==> src/rtl/thermal_head_stream_axi.sv <==
// Captures a thermal head's serial line and multi-strobe burns, queues burned lines, and streams them as AXI-Stream beats.
// Ticks lag mech edges by SYNC_STAGES+1 cycles; push coincides with the end tick; the FIFO holds lines while axi_ready is low.
module thermal_head_stream_axi #(
  parameter int HEAD_WIDTH   = 384,
  parameter int STROBE_COUNT = 6,
  parameter int BEAT_WIDTH   = 32,
  parameter int LINE_DEPTH   = 4,
  parameter int SYNC_STAGES  = 2
) (
  input  logic                            clk,
  input  logic                            reset,
  input  logic                            mech_clk,
  input  logic                            mech_data,
  input  logic                            mech_latch,
  input  logic [STROBE_COUNT-1:0]         mech_dst,
  input  logic                            axi_ready,
  output logic                            axi_valid,
  output logic [BEAT_WIDTH-1:0]           axi_data,
  output logic                            axi_last,
  output logic [STROBE_COUNT-1:0]         axi_user,
  output logic [$clog2(LINE_DEPTH+1)-1:0] fifo_level,
  output logic [15:0]                     overflow_count,
  output logic                            head_active_start_tick,
  output logic                            head_active_end_tick
);
  localparam int G         = HEAD_WIDTH / STROBE_COUNT;
  localparam int NUM_BEATS = HEAD_WIDTH / BEAT_WIDTH;
  localparam int BIW       = (NUM_BEATS > 1) ? $clog2(NUM_BEATS) : 1;
  localparam int PW        = (LINE_DEPTH > 1) ? $clog2(LINE_DEPTH) : 1;
  localparam int LW        = $clog2(LINE_DEPTH + 1);

  typedef enum logic {IDLE, BURN} burn_state_t;

  logic [SYNC_STAGES-1:0]  clk_sr, data_sr, latch_sr;
  logic [STROBE_COUNT-1:0] dst_sr [SYNC_STAGES];
  logic                    clk_sync, data_sync, latch_sync;
  logic [STROBE_COUNT-1:0] dst_sync;
  logic                    clk_prev, latch_prev, shift_en, latch_en;
  logic [HEAD_WIDTH-1:0]   shift_reg, latch_reg, dot_mask, push_dots;

  burn_state_t             state, state_nxt;
  logic [STROBE_COUNT-1:0] mask, mask_nxt;
  logic                    start_nxt, end_nxt;

  logic [HEAD_WIDTH-1:0]   line_mem [LINE_DEPTH];
  logic [STROBE_COUNT-1:0] user_mem [LINE_DEPTH];
  logic [PW-1:0]           wr_ptr, rd_ptr;
  logic [LW-1:0]           count;
  logic [BIW-1:0]          beat_idx;
  logic                    push_vld, full, pop, push_ok;

  always_ff @(posedge clk) begin
    if (!reset) begin
      clk_sr   <= '0;
      data_sr  <= '0;
      latch_sr <= '0;
      for (int s = 0; s < SYNC_STAGES; s++) dst_sr[s] <= '0;
    end else begin
      clk_sr   <= {clk_sr[SYNC_STAGES-2:0], mech_clk};
      data_sr  <= {data_sr[SYNC_STAGES-2:0], mech_data};
      latch_sr <= {latch_sr[SYNC_STAGES-2:0], mech_latch};
      dst_sr[0] <= mech_dst;
      for (int s = 1; s < SYNC_STAGES; s++) dst_sr[s] <= dst_sr[s-1];
    end
  end

  assign clk_sync   = clk_sr[SYNC_STAGES-1];
  assign data_sync  = data_sr[SYNC_STAGES-1];
  assign latch_sync = latch_sr[SYNC_STAGES-1];
  assign dst_sync   = dst_sr[SYNC_STAGES-1];
  assign shift_en   = clk_sync & ~clk_prev;
  assign latch_en   = latch_prev & ~latch_sync;

  // latch_reg takes the pre-shift value when both edges land together
  always_ff @(posedge clk) begin
    if (!reset) begin
      clk_prev   <= 1'b0;
      latch_prev <= 1'b0;
      shift_reg  <= '0;
      latch_reg  <= '0;
    end else begin
      clk_prev   <= clk_sync;
      latch_prev <= latch_sync;
      if (shift_en) shift_reg <= {shift_reg[HEAD_WIDTH-2:0], data_sync};
      if (latch_en) latch_reg <= shift_reg;
    end
  end

  always_ff @(posedge clk) begin
    if (!reset) begin
      state                  <= IDLE;
      mask                   <= '0;
      head_active_start_tick <= 1'b0;
      head_active_end_tick   <= 1'b0;
    end else begin
      state                  <= state_nxt;
      mask                   <= mask_nxt;
      head_active_start_tick <= start_nxt;
      head_active_end_tick   <= end_nxt;
    end
  end

  always_comb begin
    state_nxt = state;
    mask_nxt  = mask;
    start_nxt = 1'b0;
    end_nxt   = 1'b0;
    case (state)
      IDLE: begin
        if (|dst_sync) begin
          state_nxt = BURN;
          start_nxt = 1'b1;
          mask_nxt  = dst_sync;
        end
      end
      BURN: begin
        mask_nxt = mask | dst_sync;
        if (dst_sync == '0) begin
          state_nxt = IDLE;
          end_nxt   = 1'b1;
        end
      end
      default: state_nxt = IDLE;
    endcase
  end

  // mask is held after the burn, so the end-tick cycle sees the final strobe set
  always_comb begin
    dot_mask = '0;
    for (int d = 0; d < HEAD_WIDTH; d++) dot_mask[d] = mask[d / G];
  end

  assign push_dots = latch_reg & dot_mask;
  assign push_vld  = head_active_end_tick;

  function automatic logic [PW-1:0] ptr_inc(input logic [PW-1:0] p);
    return (p == PW'(LINE_DEPTH - 1)) ? '0 : p + 1'b1;
  endfunction

  assign full    = (count == LW'(LINE_DEPTH));
  assign pop     = axi_valid & axi_ready & axi_last;
  assign push_ok = push_vld & (~full | pop);

  always_ff @(posedge clk) begin
    if (push_ok) begin
      line_mem[wr_ptr] <= push_dots;
      user_mem[wr_ptr] <= mask;
    end
  end

  always_ff @(posedge clk) begin
    if (!reset) begin
      wr_ptr         <= '0;
      rd_ptr         <= '0;
      count          <= '0;
      beat_idx       <= '0;
      overflow_count <= '0;
    end else begin
      if (push_ok) wr_ptr <= ptr_inc(wr_ptr);
      if (pop)     rd_ptr <= ptr_inc(rd_ptr);
      if (push_ok && !pop)      count <= count + 1'b1;
      else if (!push_ok && pop) count <= count - 1'b1;
      if (push_vld && !push_ok && overflow_count != 16'hFFFF)
        overflow_count <= overflow_count + 1'b1;
      if (axi_valid && axi_ready)
        beat_idx <= axi_last ? '0 : beat_idx + 1'b1;
    end
  end

  // outputs come from registers only, so they hold while ready is low
  assign axi_valid  = (count != '0);
  assign axi_last   = axi_valid && (beat_idx == BIW'(NUM_BEATS - 1));
  assign axi_user   = axi_valid ? user_mem[rd_ptr] : '0;
  assign axi_data   = axi_valid ? line_mem[rd_ptr][int'(beat_idx) * BEAT_WIDTH +: BEAT_WIDTH] : '0;
  assign fifo_level = count;

endmodule
==> config.mk <==
export PLATFORM = sky130hd
export DESIGN_NAME = thermal_head_stream_axi
export DESIGN_NICKNAME = d
export VERILOG_FILES = /design/src/rtl/thermal_head_stream_axi.sv
export SDC_FILE = /design/constraint.sdc
export NUM_CORES = 2
export LEC_CHECK = 0
export CAP_MARGIN = 10
export CORE_MARGIN = 2
export CORE_UTILIZATION = 50
export DETAILED_ROUTE_END_ITERATION = 10
export HOLD_SLACK_MARGIN = 0.03
export PLACE_DENSITY = 0.66
export RECOVER_POWER = 100
export SETUP_SLACK_MARGIN = 0.1
export SYNTH_ARGS = -nofsm -noshare
export SYNTH_HDL_FRONTEND = slang
export SYNTH_SLANG_ARGS = --single-unit
==> constraint.sdc <==
create_clock -name clk -period 20.7 [get_ports clk]
set_input_delay 3.105 -clock clk [delete_from_list [all_inputs] [get_ports clk]]
set_output_delay 3.105 -clock clk [all_outputs]
set_load 0.05 [all_outputs]
==> summary.md <==
* finished, violations left — run status
* capacitance limit, slew limit — failing checks
* 6606 — number of nets in the synthesized netlist
* 1560 — Post-synth EDFFs
* sky130_fd_sc_hd__nand2_1 — most used standard cell by instance count after synthesis
* 213 — maximum number of pins on one net before global-route repair
* 6 — number of cell instances on the worst register-to-register path
* 6 — number of detailed-routing iterations run before antenna repair
* 183800 sq um — Total Die Area
* 94.51 nW/um^2 — power per unit of standard cell area
* 0 — number of warning messages in the yosys log
* 0 — total of endpoints with negative setup slack in the final report
* 9 — initial antenna violation count
* 0 — DRC errors left
* 4957 — drt first-iter violations
* 2386 — clock sinks
* 14.64 ns — Arrival @ worst endpoint
* 0.5611 — utilization of the core after routing
* 39 — max-cap violation count
* input pin — Startpoint Class
* 4 — number of H-tree branching levels
* 0.7028 — sequential element share of the synthesized area
* done — clock tree from TritonCTS
* 7.36 ns — reg2reg setup slack
* 0 — Hold Buf Count CTS
* 11.24% — signed area change from the synthesized netlist to the final layout
* beat_idx[0] — worst reg2reg path startpoint
* shift_reg[290] — end point of the most critical hold path
* 20.85 ns — data required time at the worst endpoint
* 142 — largest fanout on the critical path
* 7.489 mW — Int Pwr
* 0 — total of cells resized after clock tree synthesis
* 0 — number of buffers inserted to repair setup after CTS
* 0.534 — Flop pwr share
* 6550 — final net count
* sky130_fd_sc_hd__edfxtp_1 — area leader, netlist
* 13.70 sq um — syn_area_per_cell
* 428.7 um — die extent in x
* 0.00007126 V — Worst VDD drop
* 0 — number of hold violations in the final report
* 0 — DRT antenna net count
* multiplexers — largest family of logic cells by synthesized area
* 428.7 um — chip height
* 14.49 ns — crit path time final
* 0.1046 — Synth Area in Simple Gates
* 1536 — Largest register FFs
* 0.5044 — initial core utilization
* 0.1080 — share of cell area taken by muxes after synthesis
* 5.808 — vias per cell
* 0.2101 — switching share of total power
* 0 — total grt overflow
* 0 ns — sum of negative setup slack
* 230 — number of clock buffers inserted by TritonCTS
* flip-flop — sort of element at the end of the critical path
* 90190 sq um — Netlist Area Pre-Place
* 0.06114 — compound-gate portion of the synthesized area
* 0.5194 — top-area cell type share of the netlist area
* no — unrepaired setup endpoints after global routing
* sky130_fd_sc_hd__edfxtp_1 (52%), sky130_fd_sc_hd__dfxtp_1 (18%), sky130_fd_sc_hd__mux4_2 (8.4%) — ranking of synthesized cells by area
* 72 — port buffer count
* line_mem[0][158] — R2R Path End
* 0.05693 ns — worst-case clock skew
* 2411 — Final Max Slew Viols
* 2 — hold path depth
* 0.1228 — fraction of layout instances using a drive strength above 1
* 57 — count of cell types in the netlist
* sky130_fd_sc_hd__clkbuf_16 — Clock Root Buffer
* 124200 um — HPWL after detailed placement
* 52850 — DR vias
* 0.86 ns — clock latency of the later-clocked register in the worst-skew pair
* 3 — clk buf depth
* sky130_fd_sc_hd__nand2_1 (1593), sky130_fd_sc_hd__edfxtp_1 (1560), sky130_fd_sc_hd__dfxtp_1 (826) — cell types with the highest counts after synthesis
* 0 — Post-synth ARST share
* 0.0005827 — XOR/XNOR share of the synthesized area
* 220700 um — Post-Route WL
* 0.7000 — final critical-path share of the clock period
* -5.383 — worst-case headroom to the max-slew limit
* 6585 — gate count of the mapped netlist
* 2386 — number of storage elements in the synthesis netlist
* sky130_fd_sc_hd__edfxtp_1 — most used flip-flop cell after synthesis
* shift_reg[289] — start point of the worst min-delay path
* 73 — num ports
* 0.2371 — total global routing track utilization
* 31.87 nW — LEAKAGE
* 155 — FP Rows
* flip-flop to flip-flop — worst hold path type
* 0.06 ns — clock slew at the register clock pins of the worst setup and hold paths
* input pin to flip-flop — Worst Setup Path Type
* 178800 sq um — placeable core region
* 1.992 mW — switching power
* 51960 — vias in the first global route
* 24.26 um — WL per Instance
* 9.574 ns — pin slew with the least headroom to its limit
* 0.441 — Clk pwr share
* 0.001332 — adder and majority cell fraction of the synthesized area
* 0.06902 GHz — peak clock frequency supported by timing
* 0.025 — part of the power in combinational logic
* 0.8068 — placer's final routability congestion estimate
* 330100 um — global-route wire length before repair
-- placed cells by master, fill, tap and decap left out, drive strengths merged, types with 8 or more instances in the layout --
cell / synthesis / final
a221oi: 9 / 9
diode: 0 / 8
mux4: 335 / 335
mux2: 51 / 51
clkinvlp: 0 / 8
a2111oi: 48 / 48
clkinv: 1 / 81
clkdlybuf4s50: 0 / 15
nand3: 9 / 9
o31ai: 29 / 29
nor2: 61 / 61
and2: 416 / 416
dlygate4sd3: 0 / 57
a211oi: 8 / 8
bufinv: 0 / 16
clkbuf: 349 / 356
buf: 105 / 61
dfxtp: 826 / 826
nand2: 1593 / 1593
mux2i: 162 / 162
o221ai: 8 / 8
edfxtp: 1560 / 1560
inv: 9 / 22
a21oi: 793 / 793
ha: 8 / 8
o21ai: 21 / 21
nor2b: 25 / 25
nor3: 20 / 20
nand2b: 14 / 14
o22ai: 64 / 64
-- metal layers --
metal / GRT usage / vias up / part of all wire
met4: 0.07588 / 0 / 0.030
li1: - / 23770 / -
met1: 0.3287 / 26990 / 0.42
met2: 0.3874 / 1731 / 0.48
met5: 0 / - / 0
met3: 0.03541 / 356 / 0.066
-- power by group through the flow --
stage | Sequential, mW | Clock (mW) | Combinational, mW
6_report | 5.06 | 4.18 | 0.238
5_1_grt | 5.06 | 4.42 | 0.249
4_1_cts | 5.05 | 4.24 | 0.244
3_5_place_dp | 5.16 | 0 | 0.243
3_3_place_gp | 5.16 | 0 | 0.242
2_1_floorplan | 5.16 | 0 | 0.143
-- critical path, stage by stage --
cell	delay [ns]
sky130_fd_sc_hd__dlygate4sd3_1	0.66
sky130_fd_sc_hd__nand4b_1	0.22
sky130_fd_sc_hd__a31oi_1	0.63
sky130_fd_sc_hd__and2_0	2.90
sky130_fd_sc_hd__clkbuf_1	6.87
-- worst max-delay path by stage --
stage | from | to | slack, ns | cells after the start
2_1_floorplan | axi_ready | line_mem[0][0] | 7.38 | 3
3_3_place_gp | flip-flop | axi_data[5] | 11.73 | 9
3_5_place_dp | flip-flop | axi_data[5] | 11.87 | 9
4_1_cts | flip-flop | axi_data[5] | 10.93 | 9
5_1_grt | axi_ready | line_mem[0][158] | 5.43 | 5
6_report | axi_ready | line_mem[0][158] | 6.21 | 5
-- logic make-up after synthesis --
| family | count (synthesis) |
|---|---|
| XOR/XNOR | 6 |
| AO/OA/AOI/OAI | 1002 |
| AND/OR/NAND/NOR | 2170 |
| multiplexers | 548 |
| buffers and inverters | 464 |
| adder cells (fa/ha/maj) | 9 |
| flip-flops | 2386 |
-- cell type report --
class,instances,area (sq um)
Clock inverter,117,1155
Inverter,10,38.79
Multi-Input combinational cell,3735,24910
Timing Repair Buffer,166,1390
Antenna cell,8,20.02
Sequential cell,2386,63400
Clock buffer,323,6462
Tap cell,2355,2947
Fill cell,14310,78490
-- through the flow --
step	hold slack, ns	worst slack, ns	power (mW)	std cells	area, sq um
3_5_place_dp	0.4169	11.87	5.400	8652	92860
6_report	0.4289	6.211	9.481	9100	100300
2_1_floorplan	0.4051	7.380	5.307	6585	90190
4_1_cts	0.4173	10.93	9.538	9092	100500
3_3_place_gp	0.4212	11.73	5.398	8652	92860
5_1_grt	0.4542	5.431	9.734	9096	100300
No activity file was read; power rests on OpenSTA's default activity.
